### config.mk
export PLATFORM = sky130hd
export DESIGN_NAME = uart_alu_iface
export DESIGN_NICKNAME = d
export VERILOG_FILES = /design/src/rtl/uart_alu_iface_pkg.sv /design/src/rtl/uart_alu_iface_op_valid_check.sv /design/src/rtl/uart_alu_iface.sv
export SDC_FILE = /design/constraint.sdc
export NUM_CORES = 1
export LEC_CHECK = 0
export ABC_CLOCK_PERIOD_IN_PS = 1900
export CAP_MARGIN = 10
export CORE_MARGIN = 2
export CORE_UTILIZATION = 25
export CTS_BUF_LIST = sky130_fd_sc_hd__clkbuf_16
export CTS_CLUSTER_DIAMETER = 120
export DETAILED_ROUTE_END_ITERATION = 10
export GPL_ROUTABILITY_DRIVEN = 1
export PLACE_DENSITY = 0.59
export RECOVER_POWER = 100
export SETUP_SLACK_MARGIN = 0.02
export SLEW_MARGIN = 20
export SYNTH_ARGS = -nofsm -noshare
export SYNTH_HDL_FRONTEND = slang
export SYNTH_SLANG_ARGS = --single-unit
export TNS_END_PERCENT = 1
### constraint.sdc
create_clock -name i_clk -period 1.9 [get_ports i_clk]
set_input_delay 0.38 -clock i_clk [delete_from_list [all_inputs] [get_ports i_clk]]
set_output_delay 0.38 -clock i_clk [all_outputs]
set_load 0.01 [all_outputs]
### src/rtl/uart_alu_iface_pkg.sv
// Shared definitions for the UART/ALU sequencer and the ALU: widths,
// opcode encodings and the sequencer state encoding.
package uart_alu_iface_pkg;

  localparam int NB_DATA = 8;
  localparam int NB_OP   = 6;

  localparam logic [5:0] OP_ADD = 6'b100000;
  localparam logic [5:0] OP_SUB = 6'b100010;
  localparam logic [5:0] OP_AND = 6'b100100;
  localparam logic [5:0] OP_OR  = 6'b100101;
  localparam logic [5:0] OP_XOR = 6'b100110;
  localparam logic [5:0] OP_NOR = 6'b100111;
  localparam logic [5:0] OP_SRL = 6'b000010;
  localparam logic [5:0] OP_SRA = 6'b000011;

  typedef enum logic [2:0] {
    ST_WAIT_A  = 3'd0,
    ST_WAIT_B  = 3'd1,
    ST_WAIT_OP = 3'd2,
    ST_EXEC    = 3'd3,
    ST_SEND    = 3'd4,
    ST_WAIT_TX = 3'd5
  } state_e;

endpackage

### src/rtl/uart_alu_iface_op_valid_check.sv
// Combinational opcode whitelist: a received byte is a legal opcode only
// when its upper bits are zero and its low bits name a supported operation.
module uart_alu_iface_op_valid_check
  import uart_alu_iface_pkg::*;
#(
  parameter int NB_DATA = uart_alu_iface_pkg::NB_DATA,
  parameter int NB_OP   = uart_alu_iface_pkg::NB_OP
) (
  input  logic [NB_DATA-1:0] i_byte,
  output logic               o_valid
);

  logic [NB_OP-1:0] low_bits;
  logic             upper_zero;
  logic             known_op;

  assign low_bits   = i_byte[NB_OP-1:0];
  assign upper_zero = (i_byte[NB_DATA-1:NB_OP] == '0);

  // Match the low bits against the supported opcode set
  always_comb begin
    known_op = 1'b0;
    case (low_bits)
      OP_ADD, OP_SUB, OP_AND, OP_OR,
      OP_XOR, OP_NOR, OP_SRL, OP_SRA: known_op = 1'b1;
      default:                        known_op = 1'b0;
    endcase
  end

  assign o_valid = upper_zero & known_op;

endmodule

### src/rtl/uart_alu_iface.sv
// Sequencer between UART RX, the ALU and UART TX. Collects operand A,
// operand B and an opcode byte, lets the ALU settle for one cycle, captures
// the result and requests a single-byte transmission, then waits for TX.
module uart_alu_iface
  import uart_alu_iface_pkg::*;
#(
  parameter int NB_DATA = uart_alu_iface_pkg::NB_DATA,
  parameter int NB_OP   = uart_alu_iface_pkg::NB_OP
) (
  input  logic               i_clk,
  input  logic               i_rst,
  input  logic [NB_DATA-1:0] i_rx_data,
  input  logic               i_rx_done,
  input  logic               i_tx_done,
  input  logic [NB_DATA-1:0] i_alu_result,
  output logic [NB_DATA-1:0] o_alu_a,
  output logic [NB_DATA-1:0] o_alu_b,
  output logic [NB_OP-1:0]   o_alu_op,
  output logic [NB_DATA-1:0] o_tx_data,
  output logic               o_tx_start,
  output logic               o_op_err
);

  state_e             state_q, state_d;
  logic [NB_DATA-1:0] a_q, a_d;
  logic [NB_DATA-1:0] b_q, b_d;
  logic [NB_OP-1:0]   op_q, op_d;
  logic [NB_DATA-1:0] tx_data_q, tx_data_d;
  logic               op_err_q, op_err_d;
  logic               op_valid;

  uart_alu_iface_op_valid_check #(
    .NB_DATA (NB_DATA),
    .NB_OP   (NB_OP)
  ) u_op_valid_check (
    .i_byte  (i_rx_data),
    .o_valid (op_valid)
  );

  // State and datapath registers; reset clears everything immediately
  always_ff @(posedge i_clk or posedge i_rst) begin
    if (i_rst) begin
      state_q   <= ST_WAIT_A;
      a_q       <= '0;
      b_q       <= '0;
      op_q      <= '0;
      tx_data_q <= '0;
      op_err_q  <= 1'b0;
    end else begin
      state_q   <= state_d;
      a_q       <= a_d;
      b_q       <= b_d;
      op_q      <= op_d;
      tx_data_q <= tx_data_d;
      op_err_q  <= op_err_d;
    end
  end

  // Next-state and register-load decisions; rx bytes outside the three
  // collection states and tx_done outside WAIT_TX fall through unused
  always_comb begin
    state_d   = state_q;
    a_d       = a_q;
    b_d       = b_q;
    op_d      = op_q;
    tx_data_d = tx_data_q;
    op_err_d  = 1'b0;
    case (state_q)
      ST_WAIT_A: begin
        if (i_rx_done) begin
          a_d     = i_rx_data;
          state_d = ST_WAIT_B;
        end
      end
      ST_WAIT_B: begin
        if (i_rx_done) begin
          b_d     = i_rx_data;
          state_d = ST_WAIT_OP;
        end
      end
      ST_WAIT_OP: begin
        if (i_rx_done) begin
          if (op_valid) begin
            op_d    = i_rx_data[NB_OP-1:0];
            state_d = ST_EXEC;
          end else begin
            // Rejected opcode keeps the previous op and restarts collection
            op_err_d = 1'b1;
            state_d  = ST_WAIT_A;
          end
        end
      end
      ST_EXEC: begin
        // ALU inputs have been stable for a full cycle; take its result
        tx_data_d = i_alu_result;
        state_d   = ST_SEND;
      end
      ST_SEND: begin
        state_d = ST_WAIT_TX;
      end
      ST_WAIT_TX: begin
        if (i_tx_done) begin
          state_d = ST_WAIT_A;
        end
      end
      default: begin
        state_d = ST_WAIT_A;
      end
    endcase
  end

  // Output decode: the TX request is a Moore pulse for the single SEND cycle
  always_comb begin
    o_tx_start = (state_q == ST_SEND);
    o_alu_a    = a_q;
    o_alu_b    = b_q;
    o_alu_op   = op_q;
    o_tx_data  = tx_data_q;
    o_op_err   = op_err_q;
  end

endmodule

==> reports/metrics.csv <==
metric,value,unit
worst slew pin tran,0.833,ns
VDD IR-drop max,0.635,mV
Final Util,0.410,
crit path from,i_rx_done,
area of the mapped netlist,1410,µm²
Post-synth EDFFs,0,
Num CTS Buffers,5,
Multi-input gate area,533,µm²
met3 Resource Use GR,0.0261,
Yosys reg bits,34,
placed cell count,226,
global-route wire length before repair,5490,µm
initial drt markers,34,
Die ar.,6240,µm²
headroom to the max-slew limit,0.444,
post-layout min period,1.71,ns
cells after synthesis,92,
Final nets,181,
Final setup viols,0,
Worst setup EP type,register,
GR met1 Demand/Resource,0.134,
"Max FO, Critical Path",5,
Min-Delay Path Class,register to register,
Synth cell types,24,
number of port buffers,51,
most common flop cell mapped by yosys,dfrtp_1,
Synth-to-Final Area Change,59.4,%
final std cells w/o fill,234,
Mean Syn Cell Area,15.3,µm²
Register Area,851,µm²
Final ANT Viol Nets,0,
Synth area leader,dfrtp_1,
initial antenna violation count,0,
largest net degree at the start of global routing,35,
die extent in x,79,µm
RSZ-0062 raised after global routing,false,
num rows,27,
status,"complete, no violations",
asr flop ratio synth,1.00,
Fin. Hold Viols,0,
skew final,0.00285,ns
Worst R2R Setup Slack,0.26,ns
maxcap violations,0,
CTS tree,yes,
Clock Pin Slew Worst Setup and Hold Paths,0.05,ns
Final Power,3.48,mW
WP data arrival,1.86,ns
Die Y,79,µm
# clock sinks,34,
max-slew violations,0,
CP required,2.06,ns
Initial Utilization,0.257,
Post-CTS Hold Buffers,0,
Filler Cell Count,519,
GRT Total Usage,0.114,
layout cell share with drive strength beyond 1,0.327,
hpwl dp,2540,µm
number of global-route vias before repair,1094,
Power per Cell Area,1550,nW/µm²
Core Region,5470,µm²
reg2reg path depth,4,
Critical Path End,o_alu_b[1],
most numerous cell in the Yosys netlist,dfrtp_1,
DRT Pass-1 Iters,4,
"Clk Latency, worst-skew pair",0.27,ns
syn nets,112,
CTS H-tree depth,2,
Routed WL,3320,µm
Commonest cells post-synth,"34 x dfrtp_1, 28 x mux2_2, 3 x buf_2",
Worst R2R End,o_alu_b[1],
met2 GRT Util,0.198,
DR WL/cell,14.2,µm
Yosys warning count,0,
final period utilization,0.899,
grt peak-use layer,met2,
CTS root buf,clkbuf_16,
"top cells by area, synth","dfrtp_1 60%, mux2_2 22%, nor4_4 3.0%, o2111ai_4 1.9%, buf_2 1.1%",
drt via density,4.32,
Startpoint Class,primary input,
hold slack,0.492,ns
worst reg2reg path startpoint,state_q[2],
Antenna diodes,0,
DRC Markers,0,
GRT overflow,0,
top-level I/O count,52,
critical setup path kind,primary input to register,
"buffers from clock root to sink, at most",2,
Max Fclk,586,MHz
Routability Congestion,0.790,
top cell type's share of synthesized area,0.605,
via count,1010,
post-CTS setup buffers,0,
sequential share of the synthesized area,0.605,
LEAKAGE,0.970,nW
[placed cells by master, fill, tap and decap left out, drive strengths merged, types with 2 or more instances in the layout]
cell type,count
o2111ai,2
nand2,2
nand3b,2
and2,3
buf,10
clkinv,2
clkdlybuf4s50,18
inv,2
o21ai,2
mux2,28
clkbuf,10
nor4,2
dlygate4sd3,32
dfrtp,34
[what timing repair did]
item                       CTS  global route
setup endpoints to repair    0             1
gates resized for setup      0             1
hold endpoints to repair     0             0
[through the flow]
step | setup slack, ns | area [µm²] | TNS (ns)
after floorplan | 0.458 | 1410 | 0
after global placement | -0.0293 | 2100 | -0.135
after detailed placement | -0.0352 | 2100 | -0.166
after CTS | 0.0629 | 2270 | 0
after global routing | 0.102 | 2240 | 0
final | 0.192 | 2240 | 0
[registers in the layout (all words and copies together), names as in the netlist]
name and count:
o_alu_a 8, o_alu_b 8, o_tx_data 8, o_alu_op 6, state_q 3, o_op_err 1
[routing by layer]
metal  vias to the layer above  share of wire
li1                        473              -
met1                       511           0.41
met2                        21           0.53
met3                         5          0.038
met4                         0          0.022
met5                         -              0
[cell families (layout without fill, tap and decap cells)]
family / Yosys count / in the layout / share of synthesized area
buf+inv: 5 / 75 / 0.0160
xor+xnor: 1 / 1 / 0.00623
mux: 28 / 28 / 0.224
compound gates: 8 / 8 / 0.0507
simple gates: 16 / 16 / 0.0979
flops: 34 / 34 / 0.605
[power breakdown]
part           switching, mW  internal (mW)
clock                  0.282          0.612
combinational          0.582          0.825
sequential             0.142           1.04
total                   1.01           2.48
[final cells by class]
| type | count | share of cell area |
|---|---|---|
| timing repair buffer | 65 | 0.266 |
| clock buffer | 5 | 0.0558 |
| tap | 72 | 0.0402 |
| sequential | 34 | 0.379 |
| clock inverter | 3 | 0.0179 |
| multi-input combinational | 53 | 0.238 |
| inverter | 2 | 0.00335 |
[worst max-delay path, cell delays in order]
cell and delay, ns:
clkdlybuf4s50_1 0.52, nor4bb_1 0.40, buf_4 0.23, mux2_2 0.33
[worst min-delay path by stage]
stage / startpoint / depth (start not counted) / end / slack, ns
3_3_place_gp: o_tx_data[6] / 1 / o_tx_data[6] / 0.49
2_1_floorplan: i_rst / 1 / o_alu_a[0] / 0.52
5_1_grt: o_alu_b[5] / 1 / o_alu_b[5] / 0.51
4_1_cts: o_alu_op[0] / 1 / o_alu_op[0] / 0.50
6_report: o_alu_op[4] / 1 / o_alu_op[4] / 0.49
3_5_place_dp: o_alu_op[0] / 1 / o_alu_op[0] / 0.49
Note: power is estimated with default switching activity, not from simulation.
